## src/rtl/b_ctrl_pkg.sv

```systemverilog
// Shared types and constants for the calculator sequencing controller.
package b_ctrl_pkg;

    typedef enum logic [2:0] {
        ST_IDLE   = 3'd0,
        ST_OPA    = 3'd1,
        ST_OPER   = 3'd2,
        ST_OPB    = 3'd3,
        ST_EXEC   = 3'd4,
        ST_RESULT = 3'd5,
        ST_ERROR  = 3'd6
    } state_t;

    localparam logic [3:0] OP_NONE = 4'd0;
    localparam logic [3:0] OP_ADD  = 4'd1;
    localparam logic [3:0] OP_SUB  = 4'd2;
    localparam logic [3:0] OP_MUL  = 4'd3;
    localparam logic [3:0] OP_DIV  = 4'd4;

    localparam logic [1:0] DIS_ENTRY  = 2'd0;
    localparam logic [1:0] DIS_RESULT = 2'd1;
    localparam logic [1:0] DIS_ERROR  = 2'd2;
    localparam logic [1:0] DIS_BLANK  = 2'd3;

    function automatic logic is_valid_op(input logic [3:0] code);
        return (code >= OP_ADD) && (code <= OP_DIV);
    endfunction

endpackage

```

## src/rtl/b_ctrl_timer.sv

```systemverilog
// Saturating up-counter with sync clear and enable; flags when the last count is reached.
module b_ctrl_timer #(
    parameter int unsigned LIMIT = 16
) (
    input  logic clk_i,
    input  logic rst_ni,
    input  logic clr_i,
    input  logic en_i,
    output logic expired_o
);
    localparam int unsigned   W    = (LIMIT > 1) ? $clog2(LIMIT) : 1;
    localparam logic [W-1:0]  LAST = W'(LIMIT - 1);

    logic [W-1:0] count_q, count_d;

    always_comb begin
        count_d = count_q;
        if (clr_i) begin
            count_d = '0;
        end else if (en_i && (count_q != LAST)) begin
            count_d = count_q + W'(1);
        end
    end

    always_ff @(posedge clk_i) begin
        if (!rst_ni) begin
            count_q <= '0;
        end else begin
            count_q <= count_d;
        end
    end

    assign expired_o = (count_q == LAST);

endmodule

```

## src/rtl/b_ctrl.sv

```systemverilog
// Calculator sequencer: turns keypad/ALU events into ALU strobes, entry clears and display mode.
//   state  | meaning
//   IDLE   | blank display, waiting for the first digit
//   OPA    | entering operand A
//   OPER   | operator latched, showing A, waiting for B
//   OPB    | entering operand B
//   EXEC   | ALU running, watchdog active
//   RESULT | showing result, idle timer active
//   ERROR  | sticky until clear
module b_ctrl
    import b_ctrl_pkg::*;
#(
    parameter int unsigned ALU_TIMEOUT  = 16,
    parameter int unsigned IDLE_TIMEOUT = 2**20
) (
    input  logic       i_sys_clock,
    input  logic       i_sys_reset,
    input  logic       i_b_ctrl_clear,
    input  logic       i_b_ctrl_equal,
    input  logic       i_b_ctrl_hex_new,
    input  logic       i_b_ctrl_hex_overflow,
    input  logic       i_b_ctrl_op_valid,
    input  logic [3:0] i_b_ctrl_op_keycode,
    input  logic       i_b_ctrl_alu_done,
    input  logic       i_b_ctrl_alu_overflow,
    output logic       o_b_ctrl_alu_load,
    output logic       o_b_ctrl_alu_start,
    output logic       o_b_ctrl_alu_clr,
    output logic [3:0] o_b_ctrl_alu_op,
    output logic       o_b_ctrl_hex_clear,
    output logic [1:0] o_b_ctrl_dis_mode,
    output logic       o_b_ctrl_busy,
    output logic [2:0] o_b_ctrl_state
);

    state_t     state_q, state_d;
    logic [3:0] alu_op_q, alu_op_d;
    logic [3:0] next_op_q, next_op_d;
    logic       chain_q, chain_d;
    logic       load_q, load_d;
    logic       start_q, start_d;
    logic       aclr_q, aclr_d;
    logic       hclr_q, hclr_d;
    logic [1:0] dis_q, dis_d;
    logic       busy_q, busy_d;

    logic ev_clr, ev_done, ev_eq, ev_op, ev_hex, op_ok, key_evt;
    logic wd_exp, idle_exp;

    // Only the highest-priority event of the cycle is presented to the FSM.
    assign ev_clr  = i_b_ctrl_clear;
    assign ev_done = !ev_clr && i_b_ctrl_alu_done;
    assign ev_eq   = !ev_clr && !i_b_ctrl_alu_done && i_b_ctrl_equal;
    assign ev_op   = !ev_clr && !i_b_ctrl_alu_done && !i_b_ctrl_equal && i_b_ctrl_op_valid;
    assign ev_hex  = !ev_clr && !i_b_ctrl_alu_done && !i_b_ctrl_equal && !i_b_ctrl_op_valid
                     && i_b_ctrl_hex_new;
    assign op_ok   = ev_op && is_valid_op(i_b_ctrl_op_keycode);
    assign key_evt = i_b_ctrl_clear | i_b_ctrl_equal | i_b_ctrl_hex_new | i_b_ctrl_op_valid;

    always_comb begin
        state_d   = state_q;
        alu_op_d  = alu_op_q;
        next_op_d = next_op_q;
        chain_d   = chain_q;
        load_d    = 1'b0;
        start_d   = 1'b0;
        aclr_d    = 1'b0;
        hclr_d    = 1'b0;
        if (ev_clr) begin
            state_d  = ST_IDLE;
            hclr_d   = 1'b1;
            aclr_d   = 1'b1;
            alu_op_d = OP_NONE;
            chain_d  = 1'b0;
        end else begin
            case (state_q)
                ST_IDLE: begin
                    if (ev_hex) state_d = ST_OPA;
                end
                ST_OPA: begin
                    if (i_b_ctrl_hex_overflow) begin
                        state_d = ST_ERROR;
                    end else if (op_ok) begin
                        load_d   = 1'b1;
                        hclr_d   = 1'b1;
                        alu_op_d = i_b_ctrl_op_keycode;
                        state_d  = ST_OPER;
                    end
                end
                ST_OPER: begin
                    if (op_ok) alu_op_d = i_b_ctrl_op_keycode;
                    else if (ev_hex) state_d = ST_OPB;
                end
                ST_OPB: begin
                    if (i_b_ctrl_hex_overflow) begin
                        state_d = ST_ERROR;
                    end else if (ev_eq) begin
                        start_d = 1'b1;
                        chain_d = 1'b0;
                        state_d = ST_EXEC;
                    end else if (op_ok) begin
                        start_d   = 1'b1;
                        chain_d   = 1'b1;
                        next_op_d = i_b_ctrl_op_keycode;
                        state_d   = ST_EXEC;
                    end
                end
                ST_EXEC: begin
                    if (ev_done) begin
                        if (i_b_ctrl_alu_overflow) begin
                            state_d = ST_ERROR;
                        end else if (chain_q) begin
                            alu_op_d = next_op_q;
                            hclr_d   = 1'b1;
                            state_d  = ST_OPER;
                        end else begin
                            hclr_d  = 1'b1;
                            state_d = ST_RESULT;
                        end
                    end else if (wd_exp) begin
                        state_d = ST_ERROR;
                    end
                end
                ST_RESULT: begin
                    if (ev_hex) begin
                        state_d = ST_OPA;
                    end else if (op_ok) begin
                        alu_op_d = i_b_ctrl_op_keycode;
                        state_d  = ST_OPER;
                    end else if (!key_evt && idle_exp) begin
                        state_d = ST_IDLE;
                    end
                end
                default: state_d = ST_ERROR;
            endcase
        end
    end

    always_comb begin
        dis_d = dis_q;
        case (state_d)
            ST_IDLE:   dis_d = DIS_BLANK;
            ST_OPA:    dis_d = DIS_ENTRY;
            ST_OPB:    dis_d = DIS_ENTRY;
            ST_OPER:   dis_d = DIS_RESULT;
            ST_RESULT: dis_d = DIS_RESULT;
            ST_ERROR:  dis_d = DIS_ERROR;
            default:   dis_d = dis_q;
        endcase
        busy_d = (state_d == ST_EXEC);
    end

    b_ctrl_timer #(.LIMIT(ALU_TIMEOUT)) u_wdog (
        .clk_i     (i_sys_clock),
        .rst_ni    (i_sys_reset),
        .clr_i     ((state_d == ST_EXEC) && (state_q != ST_EXEC)),
        .en_i      (state_q == ST_EXEC),
        .expired_o (wd_exp)
    );

    b_ctrl_timer #(.LIMIT(IDLE_TIMEOUT)) u_idle (
        .clk_i     (i_sys_clock),
        .rst_ni    (i_sys_reset),
        .clr_i     (((state_d == ST_RESULT) && (state_q != ST_RESULT)) || key_evt),
        .en_i      (state_q == ST_RESULT),
        .expired_o (idle_exp)
    );

    always_ff @(posedge i_sys_clock) begin
        if (!i_sys_reset) begin
            state_q   <= ST_IDLE;
            alu_op_q  <= OP_NONE;
            next_op_q <= OP_NONE;
            chain_q   <= 1'b0;
            load_q    <= 1'b0;
            start_q   <= 1'b0;
            aclr_q    <= 1'b0;
            hclr_q    <= 1'b0;
            dis_q     <= DIS_BLANK;
            busy_q    <= 1'b0;
        end else begin
            state_q   <= state_d;
            alu_op_q  <= alu_op_d;
            next_op_q <= next_op_d;
            chain_q   <= chain_d;
            load_q    <= load_d;
            start_q   <= start_d;
            aclr_q    <= aclr_d;
            hclr_q    <= hclr_d;
            dis_q     <= dis_d;
            busy_q    <= busy_d;
        end
    end

    assign o_b_ctrl_alu_load  = load_q;
    assign o_b_ctrl_alu_start = start_q;
    assign o_b_ctrl_alu_clr   = aclr_q;
    assign o_b_ctrl_alu_op    = alu_op_q;
    assign o_b_ctrl_hex_clear = hclr_q;
    assign o_b_ctrl_dis_mode  = dis_q;
    assign o_b_ctrl_busy      = busy_q;
    assign o_b_ctrl_state     = state_q;

endmodule

```

## config.mk

```make
export PLATFORM = sky130hd
export DESIGN_NAME = b_ctrl
export DESIGN_NICKNAME = d
export VERILOG_FILES = /design/src/rtl/b_ctrl_pkg.sv /design/src/rtl/b_ctrl_timer.sv /design/src/rtl/b_ctrl.sv
export SDC_FILE = /design/constraint.sdc
export NUM_CORES = 1
export LEC_CHECK = 0
export CORE_MARGIN = 5
export CORE_UTILIZATION = 56
export DETAILED_ROUTE_END_ITERATION = 6
export GPL_TIMING_DRIVEN = 0
export PLACE_DENSITY_LB_ADDON = 0.3
export SLEW_MARGIN = 20
export SYNTH_ARGS = -nofsm -noshare
export SYNTH_HDL_FRONTEND = slang
export SYNTH_HIERARCHICAL = 1
export SYNTH_SLANG_ARGS = --single-unit
export TNS_END_PERCENT = 1
```

## constraint.sdc

```tcl
create_clock -name i_sys_clock -period 3 [get_ports i_sys_clock]
set_input_delay 0.6 -clock i_sys_clock [delete_from_list [all_inputs] [get_ports i_sys_clock]]
set_output_delay 0.6 -clock i_sys_clock [all_outputs]
set_load 0.1 [all_outputs]
```

==> impl_results.md <==
- Slew headroom: between 30% and 40%
- Worst Setup Start Kind: register
- First-pass GRT wire length: just over 10,000 um
- Required @ worst endpoint: 3190 ps
- Max frequency: approximately 360 MHz
- Peak supply drop: a little over 300 uV
- Synth Area in XOR/XNOR: 0%
- Longest Clk Path Bufs: 2
- ANT nets after route: 0
- Num rows: 24
- Slowest stage cell, crit path: a2111oi_4
- GRT Residual Overflow: 0
- Layout area overhead: 19.0%
- Post-synthesis compound-gate area fraction: a little under a quarter
- Ys flop type: dfxtp_1
- Post-synthesis simple-gate area fraction: 33.7%
- Antenna diodes: 0
- Static Leakage: 0.000971 uW
- Vias in the first global route: between 2,000 and 2,500
- Final Power: approximately 1100 uW
- Fin. max-slew vios: 0
- Pre-CTS setup slack: -79.7 ps
- Async SR Flop Fraction: 0%
- Post-synth cell types: 63
- Root buffer cell: clkbuf_8
- Max-cap violations: 0
- Clock power share: 38.4%
- Fillers: about 360
- Crit-path max cell delay: approximately 400 ps
- Clk sinks: between 40 and 50
- CP bufs+invs: 4
- Clock edge transition at the registers on the reported setup and hold paths: about 80 ps
- Crit path max fanout: 10
- Largest family of logic cells by synthesized area: simple AND/OR/NAND/NOR gates
- Die area: 5880 um2
- # setup viols final: 0
- WL final: 5770 um
- Flop pwr share: around 54%
- EDFF count, synth: 0
- Crit share post-route: a little over 90%
- Internal power: 814 uW
- Worst Tran Pin Value: ~970 ps
- Cell count after synthesis: 287
- CTS H-tree depth: 2
- Hold Buf Count CTS: 0
- Placer Congestion: 0.882
- # DRC: 0
- Largest net degree at the start of global routing: 15
- Pre-Repair DR Iteration Count: 4
- Layout cell share with drive strength beyond 1: between 10% and 20%
- CP delay by family, top: compound AO/OA/AOI/OAI gates
- TritonCTS Buffers: 5
- Port Buffers: 25
- Avg Cell Area, Syn: 8.68 um2
- Hpwl dp: 4280 um
- Critical Path End Type: register
- Combinational Power Share: under 10%
- Syn Nets: between 300 and 400
- Reg area: about 860 um2
- Cell mode on critical path: buf_4
- Clk_lat worst skew: 300 ps
- Min-delay worst type: reg -> reg
- DR iter-0 viols: between 150 and 200
- Pwr dens: 356 nW/um2
- Mux cell area share after synthesis: roughly 4.4%
- CTS tree: yes
- Core Area: 4320 um2
- Switching power total: between 200 and 250 uW
- Final Skew: about 4 ps
- Average wire per standard cell: 15.3 um
- YS warnings: 6
- Mean number of vias per cell: between 6 and 7
- Synth Area in Adders: approximately 1.0%
- Post-layout nets: 339
- I/O pin count: 27
- Sequential share of the synthesized area: between 30% and 40%
- Initial antenna violation count: 0
- Setup tns final: 0 ps
- Multi-input logic area: 1550 um2
- Register bit total from synthesis: 43
- Final Hold Violating Endpoints: 0
- Worst path arrival time: ~3000 ps
- Crit path kind: reg -> reg
- Min cycle time layout: about 2800 ps
- Critical-path cell list: ha_1, nand3_1, nor3_4, buf_6, nand2_1, inv_1, or2_1, a311oi_1, a2111oi_4, buf_4, buf_4, a211oi_1, a221o_1
- Layout Utilization: between 60% and 70%
- Starting Density: between 50% and 60%
- Status: completed
- Sw Share: 22.9%
- GRT Overall Usage: between 20% and 30%
- Die width: about 77 um
- Vias: 2,377
- Syn Std Cell Area: roughly 2500 um2
- Final worst slack: around 210 ps
- Hold WS: 439 ps
- Die Ht: 76.7 um
final timing paths:
check | start | to | slack, ps | cells after the start
max | u_idle/count_q[1]$_SDFFE_PP0P_ | o_b_ctrl_dis_mode[0]$_SDFFE_PN1P_ | 210 | 13
min | next_op_q[3]$_SDFFE_PN0P_ | next_op_q[3]$_SDFFE_PN0P_ | 440 | 2
max reg2reg | u_idle/count_q[1]$_SDFFE_PP0P_ | o_b_ctrl_dis_mode[0]$_SDFFE_PN1P_ | 210 | 13
min reg2reg | next_op_q[3]$_SDFFE_PN0P_ | next_op_q[3]$_SDFFE_PN0P_ | 440 | 2
layout make-up:
cell class / instances / share of cell area, %
multi-input cells: 225 / 52.3
flip-flops and latches: 43 / 29.1
repair buffers: 30 / 9.71
clock buffers: 8 / 3.38
plain buffers: 11 / 2.32
well taps: 52 / 2.20
inverters: 8 / 1.01
through the flow:
step	std cells	cell area [um2]
finish	377	2960
global route	377	2960
CTS	372	2910
detailed placement	364	2810
global placement	364	2810
floorplan	287	2490
tightest hold or removal path, stage by stage (launching register included):
cell	delay (ps)
dfxtp_1	320
nand2_1	50
nor2_1	30
cells by family after synthesis:
logic type | after synthesis
AND/OR/NAND/NOR | 136
AO/OA/AOI/OAI | 76
flip-flops | 43
buffers and inverters | 19
multiplexers | 11
adder cells (fa/ha/maj) | 2
metal layers:
layer | track usage, % | up-vias | part of all wire, % | wire length (um)
li1 | - | 1173 | - | -
met1 | 24.2 | 1131 | 42 | 2440
met2 | 36.1 | 60 | 51 | 2950
met3 | 4.33 | 13 | 4.0 | 233
met4 | 9.97 | 0 | 2.5 | 144
met5 | 0 | - | 0 | 0
power by group through the flow:
stage | sequential [uW] | combinational, uW | clock, uW
finish | 573 | 77.8 | 405
global route | 573 | 83.6 | 447
CTS | 573 | 77.2 | 418
detailed placement | 586 | 76.9 | 0
global placement | 586 | 76.0 | 0
floorplan | 600 | 29.6 | 0
registers in the layout, summed over array words and instances (netlist names), 2 cells and up:
| signal | flops |
|---|---|
| u_idle/count_q | 20 |
| o_b_ctrl_state | 3 |
| next_op_q | 4 |
| o_b_ctrl_dis_mode | 2 |
| u_wdog/count_q | 4 |
| o_b_ctrl_alu_op | 4 |
synthesized netlist by cell type, types with 4 or more instances:
library cell | number | area, um2
dfxtp_1 | 43 | 861
nand2b_1 | 16 | 100
nand3_1 | 6 | 30.0
o21ai_0 | 6 | 30.0
nor2_1 | 11 | 41.3
o31ai_1 | 5 | 37.5
nand4_1 | 10 | 62.6
a21oi_1 | 25 | 125
a221oi_1 | 4 | 35.0
mux2i_1 | 11 | 110
nand2_1 | 18 | 67.6
a211oi_1 | 4 | 30.0
inv_1 | 7 | 26.3
and2_1 | 5 | 31.3
or3_1 | 5 | 31.3
buf_1 | 4 | 15.0
nor3_1 | 13 | 65.1
nor4_1 | 5 | 31.3
or4_1 | 7 | 52.6
nor2b_1 | 13 | 81.3
layout by cell type, fill, tap and decap left out, types with 3 or more instances in the layout:
cell | netlist | layout
a21oi_1 | 25 | 25
mux2i_1 | 11 | 11
nand3_1 | 6 | 6
and2_1 | 5 | 4
or3_1 | 5 | 5
inv_1 | 7 | 7
o21bai_1 | 3 | 3
nand2b_1 | 16 | 16
nor2_1 | 11 | 11
buf_1 | 4 | 3
dfxtp_1 | 43 | 42
and4_4 | 3 | 3
a221oi_1 | 4 | 4
buf_4 | 3 | 7
o31ai_1 | 5 | 5
nand2_1 | 18 | 18
nand4_1 | 10 | 10
a311oi_1 | 3 | 3
and4_1 | 3 | 3
clkdlybuf4s50_1 | 0 | 25
or4_1 | 7 | 7
nor4_1 | 5 | 5
and3_1 | 3 | 3
o21ai_0 | 6 | 6
clkbuf_8 | 0 | 7
nor3_1 | 13 | 12
nor2b_1 | 13 | 13
a31oi_1 | 3 | 3
nor3_2 | 3 | 3
a211oi_1 | 4 | 4
o21ai_1 | 3 | 3
timing repair:
item | 4_1_cts | 5_1_grt
pin swaps | 0 | 2
cloned | 0 | 0
gates resized for setup | 1 | 7
setup endpoints to repair | 4 | 14
hold endpoints to repair | 0 | 0
setup buffers | 0 | 5
(Power assumes the default switching activity.)
